**config.mk**
```make
export PLATFORM = sky130hd
export DESIGN_NAME = autosym_eval_pipe
export DESIGN_NICKNAME = d
export VERILOG_FILES = /design/src/rtl/autosym_eval_pipe.sv
export SDC_FILE = /design/constraint.sdc
export NUM_CORES = 1
export LEC_CHECK = 0
export CORE_MARGIN = 3
export CORE_UTILIZATION = 50
export DETAILED_ROUTE_END_ITERATION = 10
export PLACE_DENSITY = 0.7
export SLEW_MARGIN = 0
export SYNTH_ARGS = -nofsm -noshare
export SYNTH_HDL_FRONTEND = slang
export SYNTH_SLANG_ARGS = --single-unit
export TNS_END_PERCENT = 20
```
**constraint.sdc**
```tcl
create_clock -name clk -period 4.3 [get_ports clk]
set_input_delay 0.86 -clock clk [delete_from_list [all_inputs] [get_ports clk]]
set_output_delay 0.86 -clock clk [all_outputs]
set_load 0.03 [all_outputs]
```
**src/rtl/autosym_eval_pipe.sv**
```systemverilog
// autosym_eval_pipe: two-stage evaluator of f(x) = g(A*x ^ c) over GF(2),
// with rows of A, constant c and truth table g loaded through a serial config port.
module autosym_eval_pipe #(
   parameter int N_IN    = 6,
   parameter int K       = 4,
   parameter int INV_OUT = 0
) (
   input  logic            clk,
   input  logic            rst_n,
   input  logic            cfg_start,
   input  logic            cfg_valid,
   input  logic [N_IN:0]   cfg_data,
   output logic            cfg_done,
   output logic            cfg_loaded,
   input  logic            in_valid,
   output logic            in_ready,
   input  logic [N_IN-1:0] in_x,
   output logic            out_valid,
   input  logic            out_ready,
   output logic            out_y
);
   localparam int TS = 1 << K;
   localparam int NB = K + TS;
   localparam int CW = $clog2(NB);
   typedef enum logic [1:0] {UNCFG, LOAD, RUN} state_t;
   state_t                 state_q, state_d;
   logic [CW-1:0]          cnt_q, cnt_d;
   logic [K-1:0][N_IN-1:0] mask_q, mask_d;
   logic [K-1:0]           c_q, c_d;
   logic [TS-1:0]          tbl_q, tbl_d;
   logic                   s1_v_q, s2_v_q, s2_y_q;
   logic [K-1:0]           s1_y_q, y;
   logic                   beat, s1_adv, s2_adv;
   always_comb begin
      state_d  = state_q;
      cnt_d    = cnt_q;
      mask_d   = mask_q;
      c_d      = c_q;
      tbl_d    = tbl_q;
      beat     = (state_q == LOAD) && cfg_valid && !cfg_start;
      cfg_done = beat && (cnt_q == CW'(NB - 1));
      if (cfg_start) begin
         state_d = LOAD;
         cnt_d   = '0;
      end else if (beat) begin
         cnt_d = cfg_done ? cnt_q : cnt_q + CW'(1);
         for (int i = 0; i < K; i++)
            if (cnt_q == CW'(i)) begin
               mask_d[i] = cfg_data[N_IN-1:0];
               c_d[i]    = cfg_data[N_IN];
            end
         for (int j = 0; j < TS; j++)
            if (cnt_q == CW'(K + j)) tbl_d[j] = cfg_data[0];
         if (cfg_done) state_d = RUN;
      end
   end
   always_comb begin
      y = '0;
      for (int i = 0; i < K; i++) y[i] = ^(in_x & mask_q[i]) ^ c_q[i];
   end
   assign cfg_loaded = state_q == RUN;
   assign s2_adv     = !s2_v_q || out_ready;
   assign s1_adv     = !s1_v_q || s2_adv;
   assign in_ready   = cfg_loaded && !cfg_start && s1_adv;
   assign out_valid  = s2_v_q;
   assign out_y      = s2_y_q;
   always_ff @(posedge clk or negedge rst_n) begin
      if (!rst_n) begin
         state_q <= UNCFG;
         cnt_q   <= '0;
         mask_q  <= '0;
         c_q     <= '0;
         tbl_q   <= '0;
         s1_v_q  <= 1'b0;
         s1_y_q  <= '0;
         s2_v_q  <= 1'b0;
         s2_y_q  <= 1'b0;
      end else begin
         state_q <= state_d;
         cnt_q   <= cnt_d;
         mask_q  <= mask_d;
         c_q     <= c_d;
         tbl_q   <= tbl_d;
         // a restart discards everything in flight, including a stalled result
         if (cfg_start) begin
            s1_v_q <= 1'b0;
            s2_v_q <= 1'b0;
         end else begin
            if (s2_adv) begin
               s2_v_q <= s1_v_q;
               s2_y_q <= tbl_q[s1_y_q] ^ 1'(INV_OUT);
            end
            if (s1_adv) begin
               s1_v_q <= in_valid && in_ready;
               s1_y_q <= y;
            end
         end
      end
   end
endmodule

```
==> results of run 1 <==
cells by family (layout without fill, tap and decap cells):
family / after synthesis / after routing / synth area share
adder cells (fa/ha/maj): 5 / 5 / 0.0217
flip-flops: 58 / 58 / 0.502
XOR/XNOR: 19 / 19 / 0.0957
buffers and inverters: 11 / 46 / 0.0169
AND/OR/NAND/NOR: 76 / 76 / 0.117
multiplexers: 51 / 51 / 0.224
AO/OA/AOI/OAI: 10 / 10 / 0.0217
final timing paths:
kind | start | endpoint | slack, ps | depth (start not counted)
min in group clk | tbl_q[1]$_DFFE_PN0P_ | tbl_q[1]$_DFFE_PN0P_ | 500 | 1
hold / removal | rst_n | cnt_q[1]$_DFFE_PN0P_ | 500 | 1
hold reg to reg | tbl_q[1]$_DFFE_PN0P_ | tbl_q[1]$_DFFE_PN0P_ | 500 | 1
setup / recovery | cfg_start | cfg_done | 640 | 6
setup reg to reg | s1_y_q[0]$_DFFE_PN0P_ | out_y$_DFFE_PN0P_ | 2350 | 3
max in group asynchronous | rst_n | tbl_q[1]$_DFFE_PN0P_ | 2960 | 2
through the flow:
stage / std cells / utilization / setup slack, ps / power, uW
6_report: 337 / 0.611 / 636 / 1620
5_1_grt: 337 / 0.611 / 542 / 1710
4_1_cts: 337 / 0.611 / 638 / 1640
3_5_place_dp: 321 / 0.576 / 642 / 1130
3_3_place_gp: 321 / 0.576 / 710 / 1110
2_1_floorplan: 230 / - / 1500 / 1030
registers in the layout, indices dropped and copies added, names as in the netlist:
name	cells
tbl_q	16
c_q	4
s1_y_q	4
out_y	1
mask_q	24
out_valid	1
s1_v_q	1
state_q	2
cnt_q	5
power by group through the flow:
stage / combinational, uW / sequential (uW) / clock, uW
floorplan: 312 / 715 / 0
global placement: 380 / 735 / 0
detailed placement: 387 / 740 / 0
CTS: 389 / 732 / 514
global route: 417 / 748 / 544
finish: 383 / 732 / 505
layout make-up:
cell class | instances | area share
Clock buffer | 14 | 0.0480
Clock inverter | 2 | 0.0103
Inverter | 5 | 0.00554
Multi-Input combinational cell | 161 | 0.410
Sequential cell | 58 | 0.429
Tap cell | 72 | 0.0266
Timing Repair Buffer | 25 | 0.0709
Yosys cell counts:
cell / number / share of area
mux2_4: 1 / 0.0052
and2_1: 1 / 0.0022
nor3_1: 2 / 0.0035
a211oi_1: 1 / 0.0026
a21o_1: 1 / 0.0026
dfrtp_1: 58 / 0.50
a31oi_1: 1 / 0.0022
mux4_2: 1 / 0.0078
mux2i_1: 1 / 0.0035
mux2_2: 44 / 0.17
nor2b_1: 3 / 0.0065
buf_6: 1 / 0.0039
nand3b_1: 1 / 0.0026
xnor2_1: 5 / 0.015
o311ai_0: 1 / 0.0030
and4bb_2: 1 / 0.0043
mux4_1: 4 / 0.036
and3_1: 5 / 0.011
nand4_1: 1 / 0.0022
ha_1: 5 / 0.022
xor2_1: 6 / 0.018
xnor3_1: 8 / 0.062
nand3_1: 7 / 0.012
a22oi_1: 1 / 0.0026
nand2_1: 41 / 0.053
inv_1: 5 / 0.0065
and3b_1: 1 / 0.0030
o21ai_0: 5 / 0.0087
clkbuf_1: 5 / 0.0065
nor2_1: 13 / 0.017
per-layer routing:
metal	share of wire	global-route usage
met4	0.031	0.108
met2	0.45	0.287
met3	0.047	0.0537
met1	0.47	0.251
met5	0	0
worst max-delay path: cells and delay by family:
family / cells / cell delay (ps)
buffers and inverters: 4 / 1400
and+or+nand+nor: 2 / 560
==> impl_metrics.py, run 1 <==
metrics = {
    "route": {
        "num_vias": 1818,
        "drtPass1Iterations": 4,
        "ant_nets": 0,
        "first_iter_violations": 105,
        "drc": 0,
        "routed_wire_length_per_instance_microns": 16.2,
        "drt_wirelength_microns": 5450,
        "drt-vias-per-instance": 5.39,
    },
    "sta": {
        "fin_skew_ps": 8.75,
        "highest_clock_rate_ghz": 0.273,
        "final-hold-violation-count": 0,
        "period_minus_slack_ps": 3660,
        "setup-violations-final": 0,
        "total_count_of_max_transition_violations_in_the_final_report": 0,
        "grt_setup_unrepaired": "no",
        "final.hold.worst_slack_ps": 496,
        "timing.slew.headroom": 0.610,
        "tightest_slew_ps": 583,
        "final.setup.tns_ps": 0,
        "final_min_period_over_clock_period": 0.852,
    },
    "hold_path": {
        "min_path_type": "in2async",
    },
    "global_routing": {
        "grt_first_pass_wirelength_microns": 9330,
        "grt-ovfl-total": 0,
        "first_global_vias": 1908,
        "aggregate_global_route_resource_usage": 0.192,
        "grt_max_degree": 36,
        "grt_antenna_before_repair": 0,
    },
    "worst_setup_path": {
        "critical_path.max_fanout": 13,
        "crit_end_element": "output pin",
        "timing.critical_path.arrival_ps": 2800,
        "path_cells": "clkdlybuf4s50_1 -> buf_4 -> and4bb_2 -> nand4_1 -> inv_1 -> clkdlybuf4s50_1",
        "critical_path.slowest_cell": "clkdlybuf4s50_1",
        "timing.critical_path.from_type": "primary input",
        "cell_with_the_most_instances_on_the_worst_path": "clkdlybuf4s50_1",
        "worst-setup-path-type": "in2out",
        "cp.required_ps": 3440,
        "timing.critical_path.slowest_cell_delay_ps": 680,
    },
    "placed_design": {
        "postPlaceCellArea_sq_um": 3190,
        "finalWeightedCongestion": 0.807,
        "place_hpwl_microns": 3870,
        "port-buffer-count": 23,
    },
    "finish": {
        "ff_latch_area_sq_um": 1450,
        "most-common-layout-cells": "58 x dfrtp_1, 44 x mux2_2, 41 x nand2_1",
        "drive_gt1_frac": 0.238,
        "nets": 284,
        "syn_to_final_growth_pct": 17.2,
        "filler_cell_count": 466,
        "diodes": 0,
        "multi_input_comb_area_sq_um": 1390,
        "mostFrequentLayoutCell": "dfrtp_1",
        "post-route-cell-area_sq_um": 3390,
    },
    "power": {
        "clock_power_share": 0.312,
        "internal_power_uw": 1200,
        "combPwrFrac": 0.237,
        "power.sequential.fraction": 0.452,
        "power_switching_share": 0.256,
        "ir_worst_vdd_mv": 0.227,
        "power.density_nw_per_um2": 478,
        "netSwitchingPower_uw": 415,
        "leakage_dissipation_uw": 0.00164,
    },
    "die": {
        "starting_utilization_of_the_core_area": 0.521,
        "die_w_microns": 82.0,
        "core_area_sq_um": 5540,
        "die_height_microns": 82.0,
        "boundaryPins": 24,
        "core.rowCount": 27,
        "die_area_sq_um": 6730,
    },
    "synthesis": {
        "netlist_instances": 230,
        "syn_area_per_cell_sq_um": 12.6,
        "yosys_register_bits": 58,
        "synth_seq_area_share": 0.502,
        "synth_nets": 254,
        "synth-warning-count": 0,
        "mappedNetlistArea_sq_um": 2890,
        "post_synth_num_cell_types": 30,
    },
    "status": {
        "outcome": "finished clean",
    },
    "clock_network": {
        "cts_sinks": 58,
        "cts.repair_timing.setup_buffer_count": 0,
        "clk_transition_reported_paths_ps": 60,
        "tritoncts": "done",
        "ctsHtreeMaxLevel": 3,
        "root_buffer": "clkbuf_8",
        "number_of_buffers_created_by_cts": 9,
        "post_cts_resize_count": 0,
        "clock_path_buffers": 2,
        "clock_insertion_delay_worst_skew_ps": 340,
        "ctsHoldBuffers": 0,
    },
    "run": {
        "max_cap_violations": 0,
    },
}
(Power assumes the default switching activity.)
==> run 2: changes to the inputs <==
SKIP_LAST_GASP = 1   (was unset)
==> results of run 2 <==
Same layout as run 1: the final DEF is identical, and so are final timing and power.
==> run 3: changes to the inputs <==
SLEW_MARGIN = 20   (was 0)
==> results of run 3 <==
Same layout as run 1: the final DEF is identical, and so are final timing and power.
==> variant 1, RTL diff (flow settings as in run 3) <==
The 3 states of `state_t` get a one-hot encoding in 3 bits.
--- a/src/rtl/autosym_eval_pipe.sv
+++ b/src/rtl/autosym_eval_pipe.sv
@@ -22,7 +22,7 @@
    localparam int TS = 1 << K;
    localparam int NB = K + TS;
    localparam int CW = $clog2(NB);
-   typedef enum logic [1:0] {UNCFG, LOAD, RUN} state_t;
+   typedef enum logic [2:0] {UNCFG = 3'b001, LOAD = 3'b010, RUN = 3'b100} state_t;
    state_t                 state_q, state_d;
    logic [CW-1:0]          cnt_q, cnt_d;
    logic [K-1:0][N_IN-1:0] mask_q, mask_d;
Check against the original RTL: same outputs for any inputs over 10 cycles, from zero or initial values and one cycle with rst_n low; not proved beyond that.
==> variant 1 against run 3 <==
Wire length increased by 2.8%; first-iteration DRC count is 28% lower; via count up 1.7%; largest power group unchanged; design area up 3.6%; total power fell by 0.49%; setup slack improved by 140 ps; sequential share of layout area down 0.75 points; area after synthesis up 2.8%; cell count grew 2.1%; sequential cell count increased by 1.
==> variant 1: results (changes against run 3) <==
Final #Nets 291 (+2.5%); count of buffers from port buffering 23 (unchanged); Commonest cells post-synth dfrtp_1, nand2_1, mux2_2; Final Routed Wirelength 5600 microns (+2.8%); initial antenna violation count 0 (unchanged); # diodes 0 (unchanged); syn_nets 259 (+2.0%); max incr delay on CP 720 ps (+40 ps); Max FO, Critical Path 9 (-4); fillcell total 444 (-4.7%); share of layout cells above drive strength 1 0.276 (+0.0380); total iterations of the first detailed-routing run 4 (unchanged); register area 1480 sq um (+1.8%); Top Registers mask_q (24), tbl_q (16), cnt_q (5); relative slew slack 0.485 (-0.125); Synth cell types 36 (+20%); sequential area share after synthesis 0.497 (-0.00491); HPWL after DPL 3970 microns (+2.5%); Arrival @ worst endpoint 2670 ps (-130 ps); P_int 1210 uW (+0.78%); root buffer cell clkbuf_8; maximum vdd drop 0.000198 V (-13%); htree depth 3 (unchanged); Lkg Pwr 0.00165 uW (+0.73%); top cells by area, synth dfrtp_1, mux2_2, nand2_1; post-CTS setup repair buffer count 0 (unchanged); routability congestion estimate 0.860 (+6.5%); post-CTS sizing 0 (unchanged); post-synth top area share 0.489 (-0.0138); Async SR Flop Fraction 1.00 (unchanged); largest net degree at the start of global routing 33 (-8.3%); clk_lat worst skew 340 ps (about the same); cts bufs inserted 9 (unchanged); Vias/cell 5.38 (-0.36%); Max Root-Sink Buffers 2 (unchanged); clock-pin transition on the worst setup and hold timing paths 60 ps (about the same); initial drt markers 76 (-28%); number of global-route vias before repair 1910 (+0.10%); Yosys Warn Count 0 (unchanged); Critical-path top delay cell clkdlybuf4s50_1; Worst Skew 8.71 ps (-0.0383 ps); GRT Overall Usage 0.179 (-0.0133); Tightest Hold Check Type reg -> reg; status completed; global-route wire length before repair 9510 microns (+1.9%)
-- variant 1: cell count changes in the layout (fill, tap and decap cells not counted), sizes merged, moves of 3 or more --
cell / before / now
nor4b: 0 / 3
nor4: 0 / 3
nand2: 41 / 52
nand3: 7 / 0
and3: 5 / 0
clkbuf: 14 / 11
-- variant 1: path summary, 6_finish.rpt --
| check | start | to | slack [ps] | cells past startpoint |
|---|---|---|---|---|
| hold / removal | tbl_q[14] | tbl_q[14] | 500 | 1 |
| setup / recovery | out_ready | in_ready | 770 | 5 |
| max in group asynchronous | rst_n | tbl_q[14] | 2900 | 2 |
| min in group asynchronous | rst_n | s1_v_q | 540 | 1 |
| hold reg to reg | tbl_q[14] | tbl_q[14] | 500 | 1 |
| setup reg to reg | state_q[2] | tbl_q[13] | 2320 | 5 |
-- variant 1: metrics by stage --
stage	setup slack, ps	area [sq um]	std cells
final	773	3510	344
after global routing	678	3510	344
after CTS	774	3510	344
after detailed placement	786	3280	328
after global placement	809	3280	328
after floorplan	941	2970	235
-- variant 1: power groups by stage --
stage | clock network, uW | logic, uW | registers (uW)
3_5_place_dp | 0 | 332 | 720
6_report | 575 | 327 | 709
2_1_floorplan | 0 | 270 | 699
4_1_cts | 583 | 333 | 710
5_1_grt | 613 | 359 | 722
3_3_place_gp | 0 | 327 | 717
-- variant 1: cell type report --
class                      count  share of cell area
clock buffer                  11              0.0431
multi-input combinational    164               0.410
sequential                    59               0.421
clock inverter                 5              0.0214
tap                           72              0.0257
inverter                       6             0.00642
timing repair buffer          27              0.0727
-- variant 1: worst max-delay path, delay by kind of cell --
kind	cells	cell delay [ps]
AND/OR/NAND/NOR	2	350
buffers and inverters	2	1180
AO/OA/AOI/OAI	1	280
-- variant 1: routing by layer --
metal | up-vias | GRT usage | part of all wire
met5 | - | 0 | 0
met4 | 0 | 0.0713 | 0.020
met3 | 13 | 0.0595 | 0.049
met2 | 40 | 0.259 | 0.43
met1 | 913 | 0.249 | 0.50
li1 | 883 | - | -
-- variant 1: logic make-up (layout without fill, tap and decap cells) --
family,after synthesis,count (layout),share of synthesized area
xor+xnor,17,17,0.0872
mux,50,50,0.215
flops,59,59,0.497
simple gates,78,78,0.131
compound gates,14,14,0.0299
fa+ha+maj,5,5,0.0211
buf+inv,12,49,0.0185
==> variant 2, RTL diff (settings of run 3) <==
Made on the original files. Set the parameter `INV_OUT` to 1 (it was 0).
--- a/src/rtl/autosym_eval_pipe.sv
+++ b/src/rtl/autosym_eval_pipe.sv
@@ -3,7 +3,7 @@
 module autosym_eval_pipe #(
    parameter int N_IN    = 6,
    parameter int K       = 4,
-   parameter int INV_OUT = 0
+   parameter int INV_OUT = 1
 ) (
    input  logic            clk,
    input  logic            rst_n,
Behaviour: not the same (Yosys sat finds a counterexample within 4 cycles, from zero or initial values and one cycle with rst_n low).
==> variant 2 against run 3 <==
Wire length down 1.2%; area after synthesis about the same; maximum frequency down 0.46%; combinational power about the same; critical endpoint unchanged; total power down 2.9%; global-route usage down 0.82 points; design area down 0.33%; critical path depth down 1; largest power group unchanged; setup slack worse by 17 ps; sequential cell count unchanged; critical path type unchanged; register-to-register slack better by 30 ps.
==> variant 2: results (changes against run 3) <==
Yosys Warn Count 0 (unchanged); Fmax 272 MHz (-0.46%); number of global-route vias before repair 1839 (-3.6%); pre-CTS setup slack 645 ps (+2.74 ps); post-CTS sizing 0 (unchanged); DR WL met3 143 microns (-44%); Met2 Routed Length 2440 microns (-1.1%); global-route wire length before repair 8970 microns (-3.8%); Worst Skew 7.88 ps (-0.865 ps); Vias/cell 5.33 (-1.1%); Final #Nets 283 (-0.35%); cts bufs inserted 9 (unchanged); Max FO, Critical Path 3 (-10); worst r2r dst mask_q[7]; Synth cell types 33 (+10%); HPWL after DPL 3740 microns (-3.4%); initial antenna violation count 0 (unchanged); sequential area share after synthesis 0.502 (about the same); # diodes 0 (unchanged); relative slew slack 0.566 (-0.0446); Top Registers mask_q (24), tbl_q (16), cnt_q (5); clk_lat worst skew about 330 ps; top cells by area, synth dfrtp_1, mux2_2, xnor3_1; post-CTS setup repair buffer count 0 (unchanged); status completed; initial drt markers 95 (-9.5%); reg2reg start cnt_q[2]; syn_nets 253 (-0.39%); crit path from cfg_valid; routability congestion estimate 0.779 (-3.5%); Commonest cells post-synth dfrtp_1, mux2_2, nand2_1; GRT Overall Usage 0.184 (-0.00822); Lkg Pwr 0.00161 uW (-1.4%); total iterations of the first detailed-routing run 4 (unchanged); Final Routed Wirelength 5390 microns (-1.2%); Max Root-Sink Buffers 2 (unchanged); count of buffers from port buffering 23 (unchanged); share of layout cells above drive strength 1 0.246 (+0.00848); maximum vdd drop 0.000237 V (+4.5%); reg2reg setup slack 2380 ps (+30 ps); Area after DPL 3190 sq um (+0.12%); Met1 Routed Length 2690 microns (+5.2%); Tightest Hold Check Type reg -> reg; Reg with most FFs mask_q; fillcell total 483 (+3.6%)
variant 2: cell types whose count changed in the layout (fill, tap and decap cells not counted), moves of 3 or more:
cell     before  now
nand3_1       7   13
nand4_1       1    4
nand2_1      41   32
and3_1        5    2
variant 2: layout make-up:
cell class              instances  share of cell area
flip-flops and latches         58               0.430
inverters                       5             0.00556
well taps                      72              0.0267
multi-input cells             159               0.410
repair buffers                 26              0.0734
clock inverters                 2             0.00297
clock buffers                  14              0.0511
variant 2: cells by family (layout without fill, tap and decap cells):
| family | count (synthesis) | count (layout) | synth area share |
|---|---|---|---|
| multiplexers | 50 | 50 | 0.219 |
| adder cells (fa/ha/maj) | 5 | 5 | 0.0216 |
| buffers and inverters | 12 | 47 | 0.0186 |
| flip-flops | 58 | 58 | 0.502 |
| AO/OA/AOI/OAI | 11 | 11 | 0.0247 |
| XOR/XNOR | 19 | 19 | 0.0957 |
| AND/OR/NAND/NOR | 74 | 74 | 0.118 |
variant 2: power breakdown:
group	leakage, uW	total (uW)	internal [uW]	switching (uW)
Clock	0.0000965	459	255	204
Sequential	0.000751	731	658	73.3
Combinational	0.000768	382	249	134
Total	0.00161	1570	1160	411
variant 2: metal layers:
layer  global-route usage  vias up
li1                     -      867
met1                0.257      889
met2                0.273       27
met3               0.0307        9
met4               0.0997        0
met5                    0        -
variant 2: critical path: stages:
cell and delay [ps]:
clkdlybuf4s50_1 490, nor4bb_1 460, nand4_1 220, inv_1 120, clkdlybuf4s50_1 670
variant 2: metrics by stage:
stage,power [uW],utilization,cells
2_1_floorplan,1030,-,229
3_5_place_dp,1130,0.576,320
3_3_place_gp,1120,0.576,320
6_report,1570,0.609,336
4_1_cts,1590,0.609,336
5_1_grt,1650,0.609,336
variant 2: worst min path at each step:
stage / start / endpoint / slack (ps) / cells past startpoint
finish: mask_q[15] / mask_q[15] / 500 / 1
global route: mask_q[8] / mask_q[8] / 510 / 1
CTS: tbl_q[14] / tbl_q[14] / 500 / 1
detailed placement: tbl_q[9] / tbl_q[9] / 490 / 1
global placement: tbl_q[9] / tbl_q[9] / 480 / 1
floorplan: s1_y_q[2] / s1_y_q[2] / 460 / 2
